===== src/rtl/ciclo_lavadora.sv =====
// Washing-machine cycle controller: decodes two-pulse commands and sequences fill/wash/rinse/spin/dry.
// Optional door interlock enabled by defining PUERTA_BLOQUEO_EN.
module ciclo_lavadora #(
    parameter int unsigned T_LLENADO      = 8,
    parameter int unsigned T_LAVADO       = 16,
    parameter int unsigned T_ENJUAGUE     = 8,
    parameter int unsigned T_CENTRIFUGADO = 6,
    parameter int unsigned T_SECADO       = 12
) (
    input  logic clk,
    input  logic RESET_N,
    input  logic SECADO,
    input  logic LAVADO,
    input  logic LAVADO_PESADO,
    input  logic INSUFICIENTE,
    input  logic PUERTA_ABIERTA,
    output logic VALVULA_AGUA,
    output logic MOTOR,
    output logic MOTOR_RAPIDO,
    output logic RESISTENCIA,
    output logic OCUPADO,
    output logic FIN_CICLO,
    output logic ERROR_PAGO
);

    localparam int unsigned MaxA = (T_LLENADO > T_LAVADO) ? T_LLENADO : T_LAVADO;
    localparam int unsigned MaxB = (T_ENJUAGUE > T_CENTRIFUGADO) ? T_ENJUAGUE : T_CENTRIFUGADO;
    localparam int unsigned MaxC = (MaxA > MaxB) ? MaxA : MaxB;
    localparam int unsigned TMax = (MaxC > T_SECADO) ? MaxC : T_SECADO;
    localparam int unsigned TW   = $clog2(2 * TMax + 1);

    typedef enum logic [2:0] {
        StIdle, StLlenado, StLavar, StEnjuagar, StCentrifugar, StSecar, StFin
    } state_e;

    typedef enum logic [1:0] {ModoSecado, ModoLavado, ModoPesado} modo_e;

    state_e          state_q, state_d;
    modo_e           modo_q, modo_d;
    logic [TW-1:0]   timer_q, timer_d;
    logic            pasada_q, pasada_d;
    logic            error_q, error_d;
    logic [2:0]      hist_sec_q, hist_lav_q, hist_pes_q;
    logic            det_s, det_l, det_p, det_uno;
    logic            puerta_hold, puerta_cmd_bloq;

`ifdef PUERTA_BLOQUEO_EN
    assign puerta_hold     = PUERTA_ABIERTA && (state_q inside {StLlenado, StLavar, StEnjuagar,
                                                                StCentrifugar, StSecar});
    assign puerta_cmd_bloq = PUERTA_ABIERTA;
`else
    logic unused_puerta;
    assign unused_puerta   = PUERTA_ABIERTA;
    assign puerta_hold     = 1'b0;
    assign puerta_cmd_bloq = 1'b0;
`endif

    // History holds oldest sample in bit 2, newest in bit 0
    assign det_s   = (hist_sec_q == 3'b101);
    assign det_l   = (hist_lav_q == 3'b101);
    assign det_p   = (hist_pes_q == 3'b101);
    assign det_uno = (det_s ^ det_l ^ det_p) && !(det_s && det_l && det_p);

    always_comb begin
        state_d  = state_q;
        modo_d   = modo_q;
        timer_d  = timer_q;
        pasada_d = pasada_q;
        error_d  = error_q;
        unique case (state_q)
            StIdle: begin
                if (det_uno && !puerta_cmd_bloq) begin
                    error_d  = 1'b0;
                    pasada_d = 1'b0;
                    if (det_s) begin
                        modo_d  = ModoSecado;
                        state_d = StSecar;
                        timer_d = TW'(T_SECADO);
                    end else begin
                        modo_d  = det_l ? ModoLavado : ModoPesado;
                        state_d = StLlenado;
                        timer_d = TW'(T_LLENADO);
                    end
                end else if (INSUFICIENTE) begin
                    error_d = 1'b1;
                end
            end
            StFin: begin
                state_d = StIdle;
                timer_d = '0;
            end
            default: begin
                if (!puerta_hold) begin
                    if (timer_q != TW'(1)) begin
                        timer_d = timer_q - TW'(1);
                    end else begin
                        unique case (state_q)
                            StLlenado: begin
                                state_d = StLavar;
                                timer_d = (modo_q == ModoPesado) ? TW'(2 * T_LAVADO)
                                                                 : TW'(T_LAVADO);
                            end
                            StLavar: begin
                                state_d = StEnjuagar;
                                timer_d = TW'(T_ENJUAGUE);
                            end
                            StEnjuagar: begin
                                timer_d = TW'(T_ENJUAGUE);
                                // Heavy wash rinses a second pass before spinning
                                if (modo_q == ModoPesado && !pasada_q) begin
                                    pasada_d = 1'b1;
                                end else begin
                                    state_d = StCentrifugar;
                                    timer_d = TW'(T_CENTRIFUGADO);
                                end
                            end
                            StCentrifugar: begin
                                if (modo_q == ModoPesado) begin
                                    state_d = StSecar;
                                    timer_d = TW'(T_SECADO);
                                end else begin
                                    state_d = StFin;
                                    timer_d = '0;
                                end
                            end
                            default: begin
                                state_d = StFin;
                                timer_d = '0;
                            end
                        endcase
                    end
                end
            end
        endcase
    end

    always_ff @(posedge clk or negedge RESET_N) begin
        if (!RESET_N) begin
            state_q    <= StIdle;
            modo_q     <= ModoSecado;
            timer_q    <= '0;
            pasada_q   <= 1'b0;
            error_q    <= 1'b0;
            hist_sec_q <= '0;
            hist_lav_q <= '0;
            hist_pes_q <= '0;
        end else begin
            state_q    <= state_d;
            modo_q     <= modo_d;
            timer_q    <= timer_d;
            pasada_q   <= pasada_d;
            error_q    <= error_d;
            hist_sec_q <= {hist_sec_q[1:0], SECADO};
            hist_lav_q <= {hist_lav_q[1:0], LAVADO};
            hist_pes_q <= {hist_pes_q[1:0], LAVADO_PESADO};
        end
    end

    assign VALVULA_AGUA = (state_q == StLlenado) && !puerta_hold;
    assign MOTOR        = (state_q inside {StLavar, StEnjuagar}) && !puerta_hold;
    assign MOTOR_RAPIDO = (state_q == StCentrifugar) && !puerta_hold;
    assign RESISTENCIA  = (state_q == StSecar) && !puerta_hold;
    assign OCUPADO      = (state_q != StIdle);
    assign FIN_CICLO    = (state_q == StFin);
    assign ERROR_PAGO   = error_q;

endmodule


===== config.mk =====
export PLATFORM = sky130hd
export DESIGN_NAME = ciclo_lavadora
export DESIGN_NICKNAME = d
export VERILOG_FILES = /design/src/rtl/ciclo_lavadora.sv
export SDC_FILE = /design/constraint.sdc
export NUM_CORES = 1
export LEC_CHECK = 0
export ABC_AREA = 1
export CAP_MARGIN = 10
export CORE_UTILIZATION = 49
export CTS_CLUSTER_SIZE = 30
export DETAILED_ROUTE_END_ITERATION = 8
export PLACE_DENSITY = 0.76
export SETUP_SLACK_MARGIN = 0.2
export SYNTH_ARGS = -nofsm -noshare
export SYNTH_HDL_FRONTEND = slang
export SYNTH_SLANG_ARGS = --single-unit

===== constraint.sdc =====
create_clock -name clk -period 1.6 [get_ports clk]
set_clock_uncertainty 0.2 [all_clocks]
set_input_delay 0.32 -clock clk [delete_from_list [all_inputs] [get_ports clk]]
set_output_delay 0.32 -clock clk [all_outputs]
set_load 0.1 [all_outputs]

==> Yosys cells after proc, flatten, opt, wreduce, memory -nomap -nowiden <==
Cells that the tools add are included.
{ "word_totals": {"inputBits": 7, "ff_bits": 22, "out_inout_bits": 7, "elab_cells": 67} }
{ "op_classes": {"eq_ne": 15, "n_mux": 24, "reduce_logical": 16, "n_addsub": 1, "bitwise_logic": 3} }
{ "ops": {"columns": ["op", "count"], "rows": [
  ["case mux 6 bit (4 select lines)", 1],
  ["== test 3 bit (second input constant)", 6],
  ["two-way mux 6 bit", 3],
  ["two-way mux 3 bit", 5],
  ["case mux 3 bit (4 select lines)", 1],
  ["case mux 6 bit (2 select lines)", 1],
  ["two-way mux 4 bit", 2],
  ["nonzero test 2 bit", 4],
  ["== test 3 x 2 -> 1 bit (second input constant)", 2],
  ["two-way mux 1 bit", 6],
  ["two-way mux 2 bit", 3],
  ["!= test 6 x 1 -> 1 bit (second input constant)", 1],
  ["case mux 3 bit (2 select lines)", 1],
  ["subtractor 6 x 1 -> 6 bit (second input constant)", 1],
  ["AND reduction 5 bit", 1],
  ["logical AND 1 bit", 4],
  ["!= test 4 x 3 -> 1 bit (second input constant)", 1],
  ["AND reduction 2 bit", 2],
  ["== test 3 x 1 -> 1 bit (second input constant)", 1],
  ["logical NOT 3 bit", 1],
  ["!= test 3 x 2 -> 1 bit (second input constant)", 1],
  ["AND reduction 3 bit", 1],
  ["nonzero test 3 bit", 1],
  ["== test 2 bit (second input constant)", 1],
  ["other kinds (6)", 8]
]} }

==> Depth between registers and ports, before layout <==
Gate-level depths: netlist of run 1.
{ "depth": {"word_depth": 7, "mapped_depth": 10, "mapped_depth_nobuf": 10} }

==> Worst setup path after synthesis of run 1 <==
OpenSTA, ideal clock, no wires.
{ "synth_timing": {"kind": "reg-to-output", "start": "register state_q[0]", "end": "output port RESISTENCIA", "required_time_ns": 1.080, "t_arrival_ns": 2.610, "setup_slack_ns": -1.530, "path_stages_with_launch": 3, "path_buffers": 0, "path_cell_list": "dfrtp_1 -> inv_1 -> nor3_1"} }
{ "synth_via": {"elab_chain_cells": 1} }
{ "synth_lines": {"columns": ["item", "line_no", "rtl"], "rows": [
  ["from (decl)", "38", "state_e state_q, state_d;"],
  ["from (signal assigned)", "139", "state_q <= StIdle;"],
  ["from (signal assigned)", "148", "state_q <= state_d;"],
  ["== test 3 bit", "162", "assign RESISTENCIA = (state_q == StSecar) && !puerta_hold;"],
  ["to (decl)", "20", "output logic RESISTENCIA,"]
]} }
No other way between the ends.

==> Worst setup path in the final report of run 1 <==
{ "layout_timing": {"start": "register state_q[1]", "end": "output port VALVULA_AGUA"} }
{ "layout_via": {"elab_chain_cells": 1} }
{ "layout_lines": {"columns": ["item", "line_no", "rtl"], "rows": [
  ["== test 3 x 1 -> 1 bit", "159", "assign VALVULA_AGUA = (state_q == StLlenado) && !puerta_hold;"],
  ["to (decl)", "17", "output logic VALVULA_AGUA,"]
]} }
No other way between the ends.

==> results of run 1 <==
-- timing repair --
action / CTS / global route
hold buffers: 0 / 0
gates resized for setup: 35 / 31
setup buffers: 16 / 11
endpoints found under the setup margin: 20 / 20
gates cloned: 1 / 0
pin swaps: 14 / 18
endpoints found under the hold margin: 0 / 0
-- worst max path at each step --
stage	from	end
after floorplan	state_q[0]	RESISTENCIA
after global placement	hist_sec_q[1]	state_q[0]
after detailed placement	hist_sec_q[1]	state_q[0]
after CTS	state_q[1]	VALVULA_AGUA
after global routing	timer_q[1]	timer_q[2]
final	state_q[1]	VALVULA_AGUA
-- per-layer routing --
layer  vias up  wire [µm]
li1        578          -
met1       659       1640
met2       123       2370
met3        45        480
met4         0        367
met5         -          0
-- worst max-delay path, stage by stage (launching register included) --
cell        delay, ns
dfrtp_1          0.41
buf_12           0.16
clkinv_8         0.06
nand3_4          0.09
clkinvlp_4       0.12
buf_12           0.17
-- final cells by class --
cell class | instances | share of cell area (%)
inverter | 22 | 5.79
clock buffer | 4 | 1.68
timing repair buffer | 48 | 25.0
multi-input combinational | 103 | 40.2
tap | 28 | 1.62
sequential | 22 | 25.7
-- stage by stage --
step / utilization [%] / instance area [µm²]
floorplan: - / 1320
global placement: 70.9 / 1610
detailed placement: 70.9 / 1610
CTS: 84.4 / 1920
global route: 94.9 / 2160
finish: 94.9 / 2160
-- placed cells by master (no fill, tap or decap), types with 5 or more instances in the layout --
master and count:
nand2_2 5, nor2_4 12, nor2_1 8, o21ai_1 7, buf_12 11, nand3_4 6, buf_6 6, nand3_1 6
clkdlybuf4s50_1 5, nand2_1 25, buf_4 25, dfrtp_1 19, inv_2 5, inv_1 10
-- flip-flops by register name (all words and copies together), names as in the netlist --
name	cells
timer_q	6
hist_lav_q	3
hist_pes_q	3
hist_sec_q	3
state_q	3
modo_q	2
ERROR_PAGO	1
pasada_q	1
-- cell families after synthesis --
logic type	after synthesis
buf+inv	23
fa+ha+maj	5
compound gates	22
flops	22
simple gates	75
==> results.ini, run 1 <==
[global_routing]
use_met3_pct = 2.92
gr-usage-met1_pct = 30.2
grt_pass1_vias = 1238
grt_use_total_pct = 27.0
busiest_layer = met2
grt_max_degree = 23
grt_pass1_wl_um = 5270
met2_usage_pct = 49.6
antenna_found_initial = 0
grt_overflow_total = 0

[sta]
setup-violations-final = 19
maxSlewViolCount = 0
finalCritPeriodShare_pct = 116
layout_min_cycle_time_ns = 1.85
timing.hold.ws_ns = 0.142
fmax_mhz = 539
slew_headroom_pct = 76.6
layout_setup_ws_ns = -0.255
tns_ns = -2.89
max_slew.worst_pin.slew_ns = 0.350
rsz0062_at_grt = true
hold_violations = 0

[setup_path]
worstReg2RegEnd = pasada_q
crit_path_end_kind = output port
rr_worst_depth = 10
cp.required_ns = 1.08
r2r_setup_slack_ns = -0.22
worstSetupStartpointType = register
r2r_start = state_q[0]
path_class = reg2out
cp_max_fo = 7
crit_arrival_ns = 1.33

[routing]
num_vias = 1405
first_pass_iters = 5
wl_um = 4850
drtAntennaViolNets = 0
drt-vias-per-instance = 6.19
drtIter0Drc = 85
drc_errors = 0
wire_per_inst_um = 21.4

[synth]
synth_seq_area_share_pct = 45.5
syn_inst = 147
synth_ff_type = dfrtp_1
synthesis.area_um2 = 1210
synth_top_area_share_pct = 45.5
synthTopCellsByArea = dfrtp_1, nand2_1, inv_1, ha_1, nand3_1
synth.avg_cell_area_um2 = 8.24
synth_commonest_cells = nand2_1, dfrtp_1, inv_1
synth_top_family_by_area = simple AND/OR/NAND/NOR gates
async_reset_ff_share_pct = 100
synthMuxAreaShare_pct = 0
synth_top_area_cell = dfrtp_1
synth_edf_count = 0
ys_ff_latch = 22
synthesis.nets = 159
synthAdderAreaFrac_pct = 5.17
synth_xor_area_share_pct = 0
yosysMostFrequentCell = nand2_1
synth_compound_area_share_pct = 9.30
yosysWarnings = 0
synth_cell_types = 21
yosys.area_share.simple_pct = 32.4

[status]
status = finished, violations left
violations = setup timing

[layout]
diodes = 0
final_cells = 227
syn_to_final_growth_pct = 78.4
multi_input_area_um2 = 870
drive_above_1_share_pct = 55.3
fill_cells = 54
finalNetCount = 212
seq_area_um2 = 554

[placed_design]
dp_hpwl_um = 1880
pre_cts_ws_ns = -0.0782
placed_cells = 195
port_buffers = 12
place_congestion = 0.904

[clock_tree]
h-tree-depth = 1
clk_latency_ns = 0.32
tritoncts = built
clk_pin_slew_ns = 0.12
root_buffer = clkbuf_4
clock_path_buffers = 2
numCtsBuffers = 3
cts_sinks = 22

[die]
ios = 14
die_y_um = 51.7
fp.dieW_um = 51.7
die-area_um2 = 2670
rows = 17
core_region_area_um2 = 2280
start_util_pct = 53.2

[job]
maxCapViolCount = 0

[worst_hold_path]
hold_class = in2async

Power of run 1 is not shown: default switching activity piles up to over one toggle a cycle in this logic, so the estimate is an artifact.
==> run 2, diff against run 1 <==
SKIP_CTS_REPAIR_TIMING = 1   (was unset)
==> results.ini, run 2 (synthesis results as in run 1) <==
[job]
maxCapViolCount = 0  ; unchanged

[clock_tree]
cts_sinks = 22  ; unchanged
clk_latency_ns = 0.32  ; about the same
clk_pin_slew_ns = 0.13  ; was 0.12 ns
tritoncts = built  ; unchanged
h-tree-depth = 1  ; unchanged
numCtsBuffers = 3  ; unchanged
clock_path_buffers = 2  ; unchanged
root_buffer = clkbuf_4  ; unchanged

[setup_path]
cp_max_fo = 7  ; unchanged
crit_arrival_ns = 1.30  ; was 1.33 ns
cp.required_ns = 1.08  ; about the same
crit_path_end_kind = output port  ; unchanged
path_class = reg2out  ; unchanged
worstSetupStartpointType = register  ; unchanged

[sta]
hold_violations = 0  ; unchanged
fmax_mhz = 548  ; was 539 MHz
timing.hold.ws_ns = 0.125  ; was 0.142 ns
maxSlewViolCount = 0  ; unchanged
layout_min_cycle_time_ns = 1.82  ; was 1.85 ns
slew_headroom_pct = 81.1  ; was 76.6%
finalCritPeriodShare_pct = 114  ; was 116%
setup-violations-final = 18  ; was 19
max_slew.worst_pin.slew_ns = 0.283  ; was 0.350 ns
layout_setup_ws_ns = -0.224  ; was -0.255 ns
rsz0062_at_grt = true  ; unchanged

[routing]
num_vias = 1152  ; was 1405
drt-vias-per-instance = 5.36  ; was 6.19
first_pass_iters = 4  ; was 5
drc_errors = 0  ; unchanged
wire_per_inst_um = 14.7  ; was 21.4 µm
drtAntennaViolNets = 0  ; unchanged
wl_um = 3170  ; was 4850 µm
drtIter0Drc = 26  ; was 85

[placed_design]
port_buffers = 12  ; unchanged
dp_hpwl_um = 1880  ; unchanged
place_congestion = 0.904  ; unchanged
place_area_um2 = 1610  ; unchanged

[layout]
fin_util_pct = 84.9  ; was 94.9%
seq_area_um2 = 554  ; unchanged
multi_input_area_um2 = 786  ; was 870 µm²
largest_reg_flops = 6  ; unchanged
finalNetCount = 200  ; was 212
fill_cells = 133  ; was 54
final_cell_mix = nand2_1, dfrtp_1, buf_4  ; was nand2_1, buf_4, dfrtp_1
diodes = 0  ; unchanged
final_area_um2 = 1930  ; was 2160 µm²
largest_register = timer_q  ; unchanged
syn_to_final_growth_pct = 59.5  ; was 78.4%
drive_above_1_share_pct = 47.6  ; was 55.3%
layout_commonest_cell = nand2_1

[global_routing]
grt_pass1_vias = 1069  ; was 1238
grt_max_degree = 23  ; unchanged
grt_pass1_wl_um = 4270  ; was 5270 µm
grt_overflow_total = 0  ; unchanged
grt_use_total_pct = 21.7  ; was 27.0%
antenna_found_initial = 0  ; unchanged

[die]
start_util_pct = 53.2  ; unchanged
die-area_um2 = 2670  ; unchanged
ios = 14  ; unchanged
fp.dieW_um = 51.7  ; unchanged
rows = 17  ; unchanged
die_y_um = 51.7  ; unchanged
core_region_area_um2 = 2280  ; unchanged

[status]
violations = setup timing  ; unchanged
status = finished, violations left  ; unchanged

[worst_hold_path]
hold_class = in2async  ; unchanged

## run 2: cell types whose count changed in the layout (fill, tap and decap cells not counted), sizes merged
cell,previous run,this run
clkinv,2,1
inv,18,19
buf,43,31
## run 2: worst max-delay path: stages (launching register included)
cell	delay, ns
dfrtp_1	0.41
buf_12	0.16
clkinv_8	0.05
nand3_4	0.08
clkinvlp_4	0.11
buf_12	0.17
## run 2: area by class of cell
type,instances,share of cell area (%)
inverters,22,5.96
well taps,28,1.81
repair buffers,36,21.0
flip-flops and latches,22,28.7
multi-input cells,103,40.7
clock buffers,4,1.88
## run 2: final timing paths
kind | startpoint | cells after the start | slack [ns] | end
max in group asynchronous | RESET_N | 2 | 0.82 | state_q[2]
worst max register to register | state_q[0] | 10 | -0.12 | pasada_q
min in group clk | hist_lav_q[0] | 0 | 0.19 | hist_lav_q[1]
worst min register to register | hist_lav_q[0] | 0 | 0.19 | hist_lav_q[1]
worst min-delay path | RESET_N | 2 | 0.13 | hist_pes_q[2]
worst max-delay path | state_q[1] | 5 | -0.22 | VALVULA_AGUA
## run 2: routing by layer
layer	share of wire (%)	vias to the layer above	global-route usage, %
met1	38	558	25.6
li1	-	548	-
met4	3.0	0	11.3
met3	4.2	9	1.75
met2	54	37	39.0
met5	0	-	0
## run 2: per-stage QoR
stage                     setup WS [ns]  std cells  TNS [ns]
after floorplan                  -0.246        147    -0.650
after global placement          -0.0397        195    -0.130
after detailed placement        -0.0782        195    -0.378
after CTS                        -0.309        199     -1.94
after global routing             -0.277        215     -3.37
final                            -0.224        215     -1.83
Power of run 2 is left out for the same reason.
==> edit 1, RTL diff (settings of run 2) <==
Put a register stage on the output `MOTOR_RAPIDO`, without a reset. The value now appears one clock later. The other outputs are not delayed to match.
--- a/src/rtl/ciclo_lavadora.sv
+++ b/src/rtl/ciclo_lavadora.sv
@@ -158,7 +158,9 @@
 
     assign VALVULA_AGUA = (state_q == StLlenado) && !puerta_hold;
     assign MOTOR        = (state_q inside {StLavar, StEnjuagar}) && !puerta_hold;
-    assign MOTOR_RAPIDO = (state_q == StCentrifugar) && !puerta_hold;
+    always_ff @(posedge clk) begin
+        MOTOR_RAPIDO <= (state_q == StCentrifugar) && !puerta_hold;
+    end
     assign RESISTENCIA  = (state_q == StSecar) && !puerta_hold;
     assign OCUPADO      = (state_q != StIdle);
     assign FIN_CICLO    = (state_q == StFin);
Function: no difference found for any inputs over 10 cycles, from zero or initial values and one cycle with RESET_N low; that may be too few to reach the edited logic, so the function may still have changed.
==> edit 1 against run 2 <==
- the run still ends with negative setup slack left
- wire length is 13% lower
- non-clock buffer count down 5
- sequential cell count grew 1
- sequential share of layout area is 3.9 points higher
- via count decreased by 4.3%
- setup slack worse by 42 ps
- die area increased by 1.7%
- critical path depth fell by 2
- final area fell by 8.4%
- synthesized area is 1.8% higher
==> edit 1: results (changes against run 2) <==
[synth]
synth_fp_nets=159  ; unchanged
synth-seq-area-share_pct=46.3  ; +0.84 points
yosysUniqueCellTypes=26  ; +24%
async_reset_ff_share_pct=95.7  ; -4.3 points
syn_area_per_cell_um2=8.38  ; +1.8%
synthFlopType=dfrtp_1
synthTopCellsByArea=dfrtp_1 (45%), nand2_1 (9.4%), inv_1 (6.1%)
synthTopCellsByCount=nand2_1 (31), dfrtp_1 (22), inv_1 (20)
synth-warning-count=0  ; unchanged

[outcome]
status=finished with violations
violations=negative setup slack

[layout]
drive_gt1_share_pct=44.2  ; -3.4 points
largest_register_ffs=6  ; unchanged
diodes=0  ; unchanged
final_nets=194  ; -3.0%
regMostFlops=timer_q

[routing]
num_vias=1102  ; -4.3%
first_pass_iters=4  ; unchanged
first_iter_violations=34  ; +31%
wl_per_cell_um=13.2  ; -10%
vias_per_cell=5.27  ; -1.6%

[placed_design]
place_hpwl_um=1900  ; +1.5%
gp_congestion=0.841  ; -6.9%
dp.cells=200  ; +2.6%

[clocking]
cts_buffer_depth=2  ; unchanged
numCtsBuffers=3  ; unchanged
clk_pin_slew_ps=140
htree_levels=1  ; unchanged
clock-root-buffer=clkbuf_4

[setup_path]
critPathSlowestCell=dfrtp_2
cp-endpoint=RESISTENCIA
cp_max_fo=7  ; unchanged
max_stage_delay_ps=490  ; +80 ps
r2r-end=state_q[2]
cp.arrival_ps=1350  ; +50 ps
r2r_setup_slack_ps=-90  ; +30 ps
crit_start=state_q[1]
worst_r2r_startpoint=hist_sec_q[1]

[timing]
tightest_slew_ps=285  ; +1.98 ps
tns_ps=-1490  ; +337 ps
setup_viol=12  ; -6
setup_ws_ps=-265  ; -41.9 ps

[grt]
grt_start_max_net_pins=23  ; unchanged
grt_pass1_wl_um=4240  ; -0.82%
grt_pass1_vias=1037  ; -3.0%
grtUsageTotal_pct=21.3  ; -0.37 points

[min_path]
hold_class=input port to asynchronous set/reset pin

edit 1: how the worst min path moves through the flow:
| stage | end | slack (ps) | cells past startpoint | startpoint |
|---|---|---|---|---|
| floorplan | ERROR_PAGO | -180 | 0 | RESET_N |
| global route | timer_q[4] | 190 | 2 | RESET_N |
| CTS | timer_q[4] | 150 | 2 | RESET_N |
| detailed placement | hist_pes_q[1] | 160 | 0 | hist_pes_q[0] |
| global placement | hist_sec_q[2] | 160 | 0 | hist_sec_q[1] |
| finish | timer_q[4] | 130 | 2 | RESET_N |
edit 1: cells by family after synthesis:
| group | after synthesis | synth area share, % |
|---|---|---|
| AO/OA/AOI/OAI | 23 | 9.95 |
| adder cells (fa/ha/maj) | 5 | 5.08 |
| buffers and inverters | 24 | 8.22 |
| flip-flops | 23 | 46.3 |
| AND/OR/NAND/NOR | 72 | 30.5 |
edit 1: power breakdown:
group | switching, mW | leakage, nW | internal [mW]
clock network | 0.180 | 0.0150 | 0.0971
logic | 1.68 | 0.521 | 1.04
registers | 0.214 | 0.271 | 0.777
total | 2.08 | 0.807 | 1.91
edit 1: metal layers:
layer  global-route usage, %  wire length, um  part of all wire [%]  up-vias
met4                    6.58               25                  0.90        0
met2                    39.7             1500                    54       26
met5                       0                0                     0        -
met1                    24.5             1170                    42      533
met3                    3.51               74                   2.7        4
li1                        -                -                     -      539
edit 1: cell type report:
class | count | area, um2
Inverter | 23 | 105
Clock buffer | 4 | 26.3
Tap cell | 28 | 35.0
Fill cell | 143 | 528
Sequential cell | 23 | 577
Multi-Input combinational cell | 100 | 686
Timing Repair Buffer | 31 | 340
edit 1: worst max-delay path: cells and delay by family, from the launching register on:
kind          cells  cell delay [ps]
flops             1              490
buf+inv           2              370
simple gates      1              190
edit 1: through the flow:
stage / worst slack, ps / utilization, % / area [um2]
floorplan: -210 / - / 1290
global placement: -55.3 / 70.3 / 1610
detailed placement: -91.1 / 70.3 / 1610
CTS: -314 / 71.4 / 1640
global route: -323 / 77.0 / 1770
finish: -265 / 77.0 / 1770
==> edit 2, RTL diff (settings of run 2) <==
Made on the original files. Change the parameter `T_ENJUAGUE` from 8 to 16.
--- a/src/rtl/ciclo_lavadora.sv
+++ b/src/rtl/ciclo_lavadora.sv
@@ -3,7 +3,7 @@
 module ciclo_lavadora #(
     parameter int unsigned T_LLENADO      = 8,
     parameter int unsigned T_LAVADO       = 16,
-    parameter int unsigned T_ENJUAGUE     = 8,
+    parameter int unsigned T_ENJUAGUE     = 16,
     parameter int unsigned T_CENTRIFUGADO = 6,
     parameter int unsigned T_SECADO       = 12
 ) (
Formal check against the unedited RTL: no difference found for any inputs over 10 cycles, from zero or initial values and one cycle with RESET_N low; that may be too few to reach the edited logic, so the function may still have changed.
==> edit 2 against run 2 <==
- the flow still finishes with violations (negative setup slack)
- non-clock buffer count decreased by 7
- setup slack got worse by 49 ps
- synthesized area increased by 0.83%
- sequential cell count unchanged
- wire length decreased by 13%
- synthesized cell count increased by 11%
- final area decreased by 11%
- register-to-register slack about the same
- largest cell class unchanged
- highest routed layer unchanged
Power is not shown: default switching activity piles up to over one toggle a cycle in this logic, so the estimate is an artifact.
==> edit 2: results (changes against run 2) <==
[outcome]
status=finished with violations
violations=negative setup slack

[timing]
tns_ps=-2190  ; -367 ps
setup_viol=17  ; -1
setup_ws_ps=-273  ; -49.0 ps
relSlewSlack_pct=80.7  ; -0.44 points

[grt]
met1_usage_pct=25.5  ; -0.056 points
grtUsageTotal_pct=23.0  ; +1.3 points
grt_pass1_vias=1058  ; -1.0%
grt.met2_usage_pct=40.0  ; +1.0 points
grt_overflow=0  ; unchanged
use_met3_pct=3.51  ; +1.8 points
grt_pass1_wl_um=4350  ; +1.8%

[layout]
drive_gt1_share_pct=33.8  ; -14 points
diodes=0  ; unchanged
final_nets=208  ; +4.0%
fill_cells=180  ; +35%

[routing]
totalWireLength_um=2750  ; -13%
first_iter_violations=14  ; -46%
num_vias=1111  ; -3.6%

[setup_path]
cp.arrival_ps=1350  ; +50 ps
crit_start=state_q[2]
worst_r2r_startpoint=hist_sec_q[0]
crit_path_start_kind=flop
cp_max_fo=5  ; -2

[synth]
synthTopCellsByCount=nand2_1 (54), nor2_1 (23), dfrtp_1 (22)
synthTopCellsByArea=dfrtp_1 (45%), nand2_1 (17%), nor2_1 (7.1%)
synth_fp_nets=175  ; +10%
yosysUniqueCellTypes=22  ; +4.8%
synth_top_area_share_pct=45.1  ; -0.37 points
synth-seq-area-share_pct=45.1  ; -0.37 points

[placed_design]
dp_slack_ps=-92.3  ; -14.0 ps
place_hpwl_um=1970  ; +4.7%
gp_congestion=0.896  ; -0.91%

[clocking]
numCtsBuffers=3  ; unchanged
clk_latency_ps=320  ; about the same

[min_path]
hold_class=input port to asynchronous set/reset pin

edit 2: cell types whose count changed after synthesis, sizes merged, moves of 2 or more:
cell          run 2  this run
a21oi             6         2
xnor2             0         2
nand2            36        60
o21ai            15         3
nor2             21        26
edit 2: worst max-delay path, stage by stage, from the launching register on:
cell,delay [ps]
dfrtp_2,440
inv_4,70
buf_6,120
nor3_4,200
buf_12,200
edit 2: kinds of logic (layout without fill, tap and decap cells):
| family | count (synthesis) | after routing | synth area share, % |
|---|---|---|---|
| AO/OA/AOI/OAI | 8 | 8 | 3.79 |
| buffers and inverters | 24 | 56 | 7.99 |
| adder cells (fa/ha/maj) | 5 | 5 | 5.12 |
| flip-flops | 22 | 22 | 45.1 |
| XOR/XNOR | 2 | 2 | 1.43 |
| AND/OR/NAND/NOR | 102 | 102 | 36.6 |
edit 2: final timing paths:
path / slack (ps) / cells past startpoint / endpoint
max: -270 / 4 / RESISTENCIA
min: 140 / 2 / state_q[0]
max reg2reg: -120 / 9 / timer_q[1]
min reg2reg: 200 / 0 / hist_lav_q[1]
max in group asynchronous: 820 / 2 / ERROR_PAGO
min in group clk: 200 / 0 / hist_lav_q[1]
edit 2: layout make-up:
class	instances	share of cell area, %
Multi-Input combinational cell	117	39.8
Sequential cell	22	32.3
Timing Repair Buffer	29	18.7
Inverter	23	5.74
Tap cell	28	2.03
Clock buffer	4	1.53
edit 2: per-stage QoR:
step / cell area [um2] / instances / hold WS [ps]
after floorplan: 1290 / 163 / -176
after global placement: 1600 / 214 / 164
after detailed placement: 1600 / 214 / 168
after CTS: 1620 / 218 / 144
after global routing: 1720 / 223 / 167
final: 1720 / 223 / 140
edit 2: metal layers:
metal | part of all wire (%) | routed length (um)
met5 | 0 | 0
met2 | 51 | 1400
met4 | 2.4 | 65
met1 | 44 | 1210
met3 | 2.7 | 75
